==> config.mk <==
export PLATFORM = sky130hd
export DESIGN_NAME = switch_scan_ctrl
export DESIGN_NICKNAME = d
export VERILOG_FILES = /design/src/rtl/switch_scan_ctrl_pkg.sv /design/src/rtl/switch_scan_ctrl_tick.sv /design/src/rtl/switch_scan_ctrl.sv
export SDC_FILE = /design/constraint.sdc
export NUM_CORES = 1
export LEC_CHECK = 0
export BUFFER_PORTS_ARGS = -buffer_cell sky130_fd_sc_hd__buf_2
export CORE_MARGIN = 4
export CORE_UTILIZATION = 55
export DETAILED_ROUTE_END_ITERATION = 8
export PLACE_DENSITY = 0.73
export REMOVE_ABC_BUFFERS = 1
export SLEW_MARGIN = 20
export SYNTH_ARGS = -nofsm -noshare
export SYNTH_HDL_FRONTEND = slang
export SYNTH_SLANG_ARGS = --single-unit
==> constraint.sdc <==
create_clock -name scanclk -period 6.4 [get_ports scanclk]
set_input_delay 0 -clock scanclk [delete_from_list [all_inputs] [get_ports scanclk]]
set_output_delay 0 -clock scanclk [all_outputs]
set_load 0.05 [all_outputs]
==> src/rtl/switch_scan_ctrl_pkg.sv <==
// Shared constants and register-read helpers for the switch scanner.
package switch_scan_ctrl_pkg;

    localparam int DEFAULT_SAMPLE_DIV = 100000;
    localparam int DEFAULT_STABLE_CNT = 4;
    localparam int SW_W               = 24;
    localparam int REG_W              = 16;

    localparam logic [1:0] ADDR_STAB_LO = 2'b00;
    localparam logic [1:0] ADDR_CHG_LO  = 2'b01;
    localparam logic [1:0] ADDR_STAB_HI = 2'b10;
    localparam logic [1:0] ADDR_CTRL_HI = 2'b11;

    function automatic logic [REG_W-1:0] reg_read(
        input logic [1:0]      addr,
        input logic [SW_W-1:0] stable,
        input logic [SW_W-1:0] chg,
        input logic            irq_en
    );
        logic [REG_W-1:0] data;
        case (addr)
            ADDR_STAB_LO: data = stable[15:0];
            ADDR_STAB_HI: data = {8'h00, stable[23:16]};
            ADDR_CHG_LO:  data = chg[15:0];
            ADDR_CTRL_HI: data = {irq_en, 7'b0000000, chg[23:16]};
            default:      data = 16'h0000;
        endcase
        return data;
    endfunction

    // Write-1-to-clear mask for the change flags addressed by a CPU write.
    function automatic logic [SW_W-1:0] chg_clear_mask(
        input logic [1:0]       addr,
        input logic [REG_W-1:0] wdata
    );
        logic [SW_W-1:0] mask;
        case (addr)
            ADDR_CHG_LO:  mask = {8'h00, wdata};
            ADDR_CTRL_HI: mask = {wdata[7:0], 16'h0000};
            default:      mask = 24'h000000;
        endcase
        return mask;
    endfunction

endpackage

==> src/rtl/switch_scan_ctrl_tick.sv <==
// Sample-rate prescaler: one-cycle tick while the counter sits at DIV-1.
module tick_gen
    import switch_scan_ctrl_pkg::*;
#(
    parameter int DIV = DEFAULT_SAMPLE_DIV
) (
    input  logic clk,
    input  logic rst,
    output logic tick
);

    localparam int CW = (DIV > 1) ? $clog2(DIV) : 1;
    localparam logic [CW-1:0] LAST     = CW'(DIV - 1);
    localparam logic [CW-1:0] PRE_LAST = CW'(DIV - 2);
    localparam logic [CW-1:0] ONE      = CW'(1);

    logic [CW-1:0] cnt_r;
    logic          tick_r;

    // Free-running counter; tick is registered one count early so it lines up with LAST.
    always_ff @(posedge clk or posedge rst) begin
        if (rst) begin
            cnt_r  <= '0;
            tick_r <= 1'b0;
        end else begin
            if (cnt_r == LAST) begin
                cnt_r <= '0;
            end else begin
                cnt_r <= cnt_r + ONE;
            end
            tick_r <= (cnt_r == PRE_LAST);
        end
    end

    assign tick = tick_r;

endmodule

==> src/rtl/switch_scan_ctrl.sv <==
// Board-switch scanner: synchroniser, per-tick debounce, change flags and CPU register file.
module switch_scan_ctrl
    import switch_scan_ctrl_pkg::*;
#(
    parameter int SAMPLE_DIV = DEFAULT_SAMPLE_DIV,
    parameter int STABLE_CNT = DEFAULT_STABLE_CNT
) (
    input  logic              scanclk,
    input  logic              scanrst,
    input  logic [SW_W-1:0]   switch_raw,
    input  logic              scanctl,
    input  logic              scanread,
    input  logic              scanwrite,
    input  logic [1:0]        scanaddr,
    input  logic [REG_W-1:0]  scanwdata,
    output logic [REG_W-1:0]  scanrdata,
    output logic              scan_irq
);

    localparam logic [3:0] CNT_MAX = 4'(STABLE_CNT - 1);

    logic [SW_W-1:0]  sync_meta_r;
    logic [SW_W-1:0]  sync_r;
    logic [SW_W-1:0]  cand_r;
    logic [SW_W-1:0]  stable_r;
    logic [SW_W-1:0]  chg_r;
    logic [3:0]       stab_cnt_r;
    logic             irq_en_r;
    logic [REG_W-1:0] rdata_r;

    logic             tick_s;
    logic             wr_en_s;
    logic             rd_en_s;
    logic             accept_s;
    logic [SW_W-1:0]  cand_nxt_s;
    logic [3:0]       cnt_nxt_s;
    logic [SW_W-1:0]  stable_nxt_s;
    logic [SW_W-1:0]  chg_set_s;
    logic [SW_W-1:0]  chg_clr_s;
    logic [SW_W-1:0]  chg_nxt_s;
    logic             irq_en_nxt_s;

    tick_gen #(
        .DIV (SAMPLE_DIV)
    ) u_tick_gen (
        .clk  (scanclk),
        .rst  (scanrst),
        .tick (tick_s)
    );

    assign wr_en_s = scanctl & scanwrite;
    assign rd_en_s = scanctl & scanread;

    // Debounce decision and register-file next state; a new change flag beats a same-cycle clear.
    always_comb begin
        cand_nxt_s   = cand_r;
        cnt_nxt_s    = stab_cnt_r;
        accept_s     = 1'b0;
        if (tick_s) begin
            if (sync_r != cand_r) begin
                cand_nxt_s = sync_r;
                cnt_nxt_s  = 4'd0;
            end else if (stab_cnt_r == CNT_MAX) begin
                accept_s = (cand_r != stable_r);
            end else begin
                cnt_nxt_s = stab_cnt_r + 4'd1;
            end
        end else begin
            cand_nxt_s = cand_r;
        end

        if (accept_s) begin
            stable_nxt_s = cand_r;
            chg_set_s    = cand_r ^ stable_r;
        end else begin
            stable_nxt_s = stable_r;
            chg_set_s    = 24'h000000;
        end

        if (wr_en_s) begin
            chg_clr_s = chg_clear_mask(scanaddr, scanwdata);
        end else begin
            chg_clr_s = 24'h000000;
        end

        if (wr_en_s && (scanaddr == ADDR_CTRL_HI)) begin
            irq_en_nxt_s = scanwdata[15];
        end else begin
            irq_en_nxt_s = irq_en_r;
        end

        chg_nxt_s = (chg_r & ~chg_clr_s) | chg_set_s;
    end

    // Synchroniser, debounce state and CPU-visible registers.
    always_ff @(posedge scanclk or posedge scanrst) begin
        if (scanrst) begin
            sync_meta_r <= 24'h000000;
            sync_r      <= 24'h000000;
            cand_r      <= 24'h000000;
            stable_r    <= 24'h000000;
            chg_r       <= 24'h000000;
            stab_cnt_r  <= 4'd0;
            irq_en_r    <= 1'b0;
        end else begin
            sync_meta_r <= switch_raw;
            sync_r      <= sync_meta_r;
            cand_r      <= cand_nxt_s;
            stable_r    <= stable_nxt_s;
            chg_r       <= chg_nxt_s;
            stab_cnt_r  <= cnt_nxt_s;
            irq_en_r    <= irq_en_nxt_s;
        end
    end

    // Read data is captured mid-cycle, so a simultaneous write lands only after the read.
    always_ff @(negedge scanclk or posedge scanrst) begin
        if (scanrst) begin
            rdata_r <= 16'h0000;
        end else if (rd_en_s) begin
            rdata_r <= reg_read(scanaddr, stable_r, chg_r, irq_en_r);
        end else begin
            rdata_r <= rdata_r;
        end
    end

    assign scanrdata = rdata_r;
    assign scan_irq  = irq_en_r & (|chg_r);

endmodule

==> run metrics <==
Via density 5.55; Max Cap Violations 0; area delta synth->final 22.8%; DR WL/cell between 15 and 20 um; clk buf depth 2; fin area 8110 um2; H-Tree Depth 4; # setup viols final 0; worst slew pin tran 0.899 ns; Largest stage delay, worst path 0.48 ns; fin. max-slew vios 0; Hold WC Path Type input port to flop; crit-path max FO 3; vias in the first global route 4478; number of port buffers 63; Worst path slowest cell mux4_2; critical-path cell list mux4_2 > mux2_2; PostCTS Resize Cnt 0; required time worst endpoint 3.44 ns; clock latency on the worst-skew pair between 0.4 and 0.5 ns; Final Hold Fails 0; diode count 0; initial antenna violation count 0; EDFF count, synth 0; Crit path max-delay family multiplexers; Worst Path Arrival about 1.6 ns; root buf cell clkbuf_16; io pins 64; post-synthesis register bit count 159; Pre-Repair DR Iteration Count 6; CP Launch Type flop; sequential area share after synthesis 60.3%; Nets 662; 1st-iter DRT viols 350; share of layout cells above drive strength 1 a little over a quarter; number of placement rows 39; die area 13800 um2; wirelength, routed 13400 um; Syn Area/Cell roughly 13 um2; status completed; Clock Skew approximately 0.028 ns; synthesized cell area between 6000 and 7000 um2; Yosys cell types 46; effective utilization at floorplan approximately 57%; leakage 3.80 nW; largest net degree at the start of global routing 86; antenna-violating nets left 0; clk slew on worst S/H paths 0.06 ns; Async SR Flop Fraction 100%; cell count after synthesis ~500; Clock Sink Count 159; GR Util All Layers between 20% and 30%; maximum VDD drop 381 uV; total CTS buffers 17; TritonCTS clock tree done; Buffers & Inverters on Critical Path 0; Layout fillers 773; CP endpoint kind flop; slew margin rel. 40.1%; GRT Residual Overflow 0; CP Class flop to flop; PD cells 303 nW/um2; first-pass GRT wire length 22700 um; Placed Instance Area 7020 um2; via count approximately 4300; Main synth FF type dfrtp_1; DRC Markers 0; core area ~12000 um2; GP Congestion approximately 0.88; yosys warns 0; total negative slack 0 ns; DIE WIDTH 118 um; DIE HEIGHT ~120 um; hpwl dp 8820 um; unrepaired setup endpoints after global routing false
-- layout make-up --
cell class                      instances  area [um2]  share of cell area (%)
Clock buffer                           21         470                    5.80
Clock inverter                         11         209                    2.58
Inverter                               10        42.5                   0.525
Multi-Input combinational cell        318        2490                    30.7
Sequential cell                       159        3980                    49.1
Tap cell                              143         179                    2.21
Timing Repair Buffer                  106         741                    9.14
-- what timing repair did --
| item | in CTS | in global routing |
|---|---|---|
| setup endpoints to repair | 0 | 0 |
| endpoints found under the hold margin | 117 | 0 |
| setup buffers | 0 | 0 |
| hold buffers | 41 | 0 |
-- flip-flops by register name, indices dropped and copies added (netlist names) --
name,flops
u_tick_gen.cnt_r,17
sync_meta_r,24
chg_r,24
stab_cnt_r,4
sync_r,24
cand_r,24
u_tick_gen.tick,1
scanrdata,16
irq_en_r,1
stable_r,24
-- cells in the final DEF, fill, tap and decap left out, types with 2 or more instances in the layout --
| cell | count |
|---|---|
| a21oi_1 | 3 |
| and3_1 | 2 |
| and4_1 | 2 |
| buf_2 | 63 |
| buf_4 | 2 |
| bufinv_16 | 6 |
| clkbuf_16 | 17 |
| clkbuf_8 | 3 |
| clkinv_2 | 4 |
| dfrtn_1 | 16 |
| dfrtp_1 | 143 |
| dlygate4sd3_1 | 41 |
| ha_1 | 3 |
| inv_1 | 9 |
| mux2_2 | 39 |
| mux2_4 | 18 |
| mux2i_1 | 7 |
| mux4_2 | 8 |
| nand2_1 | 64 |
| nand3_1 | 9 |
| nand4_1 | 16 |
| nand4b_1 | 2 |
| nor2_1 | 15 |
| nor2b_1 | 2 |
| nor3_1 | 3 |
| nor4_1 | 9 |
| o21ai_0 | 15 |
| o21ai_1 | 20 |
| xnor2_1 | 56 |
| xor2_1 | 5 |
-- worst paths after layout --
path | start | endpoint | slack [ns] | depth (start not counted)
min in group asynchronous | scanrst | sync_r[14]$_DFF_PP0_ | 0.26 | 3
max in group asynchronous | scanrst | scanrdata[1]$_DFFE_NP0P_ | 2.50 | 3
min reg2reg | sync_meta_r[22]$_DFF_PP0_ | sync_r[22]$_DFF_PP0_ | 0.34 | 0
max reg2reg | chg_r[4]$_DFF_PP0_ | scanrdata[4]$_DFFE_NP0P_ | 1.85 | 2
max | chg_r[4]$_DFF_PP0_ | scanrdata[4]$_DFFE_NP0P_ | 1.85 | 2
min | switch_raw[23] | sync_meta_r[23]$_DFF_PP0_ | 0.21 | 2
-- metal layers --
| layer | wire length, um | vias up | share of wire, % | global-route usage (%) |
|---|---|---|---|---|
| li1 | - | 1978 | - | - |
| met1 | 5800 | 2134 | 43 | 28.4 |
| met2 | 6520 | 122 | 49 | 32.3 |
| met3 | 804 | 26 | 6.0 | 6.25 |
| met4 | 317 | 0 | 2.4 | 7.62 |
| met5 | 0 | - | 0 | 0 |
-- Yosys cell counts (2+ instances only) --
cell      number  share of area, %
mux2_4        18               4.1
inv_1         10              0.57
nand4_1       16               1.5
mux2_2        39               6.7
dfrtn_1       16               6.1
mux2i_1        7               1.1
ha_1           3              0.57
xnor2_1       56               7.4
and3_1         2              0.19
o21ai_0       15               1.1
buf_6          5              0.85
nor4_1         9              0.85
and4_1         2              0.27
buf_2          2              0.15
dfrtp_1      143                54
a21oi_1        3              0.23
nand2_1       64               3.6
nand4b_1       2              0.27
nor3_1         3              0.23
nand3_1        9              0.68
nor2_1        16              0.91
buf_4          3              0.34
mux4_2         8               2.7
o21ai_1       20               1.5
xor2_1         5              0.66
nor2b_1        2              0.19
clkbuf_1       4              0.23
-- worst reg2reg max path: stages, from the launching register on --
cell and delay [ns]:
dfrtp_1 0.41, mux4_2 0.48, mux2_2 0.28
-- power by group --
group / total (mW) / switching, mW / internal (mW)
clock: 1.14 / 0.383 / 0.760
combinational: 0.205 / 0.124 / 0.0809
sequential: 1.10 / 0.0402 / 1.06
total: 2.45 / 0.548 / 1.90
-- cells by family (layout without fill, tap and decap cells) --
family / after synthesis / after routing / share of synthesized area, %
buffers and inverters: 24 / 148 / 2.14
adders and majority gates: 3 / 3 / 0.568
AOI/OAI and AO/OA: 49 / 49 / 4.47
muxes: 73 / 73 / 14.7
xor gates and xnor gates: 61 / 61 / 8.09
DFF: 159 / 159 / 60.3
and+or+nand+nor: 132 / 132 / 9.78
-- stage by stage --
step	instances	setup slack (ns)	util [%]	power (mW)	hold slack (ns)
finish	768	1.85	70.1	2.45	0.215
global route	768	1.82	70.1	2.55	0.203
CTS	768	1.85	70.1	2.47	0.199
detailed placement	695	1.83	60.7	1.31	0.109
global placement	695	1.88	60.7	1.30	0.108
floorplan	487	-0.927	-	1.24	0.0314
Power figures use the tool's default switching activity.
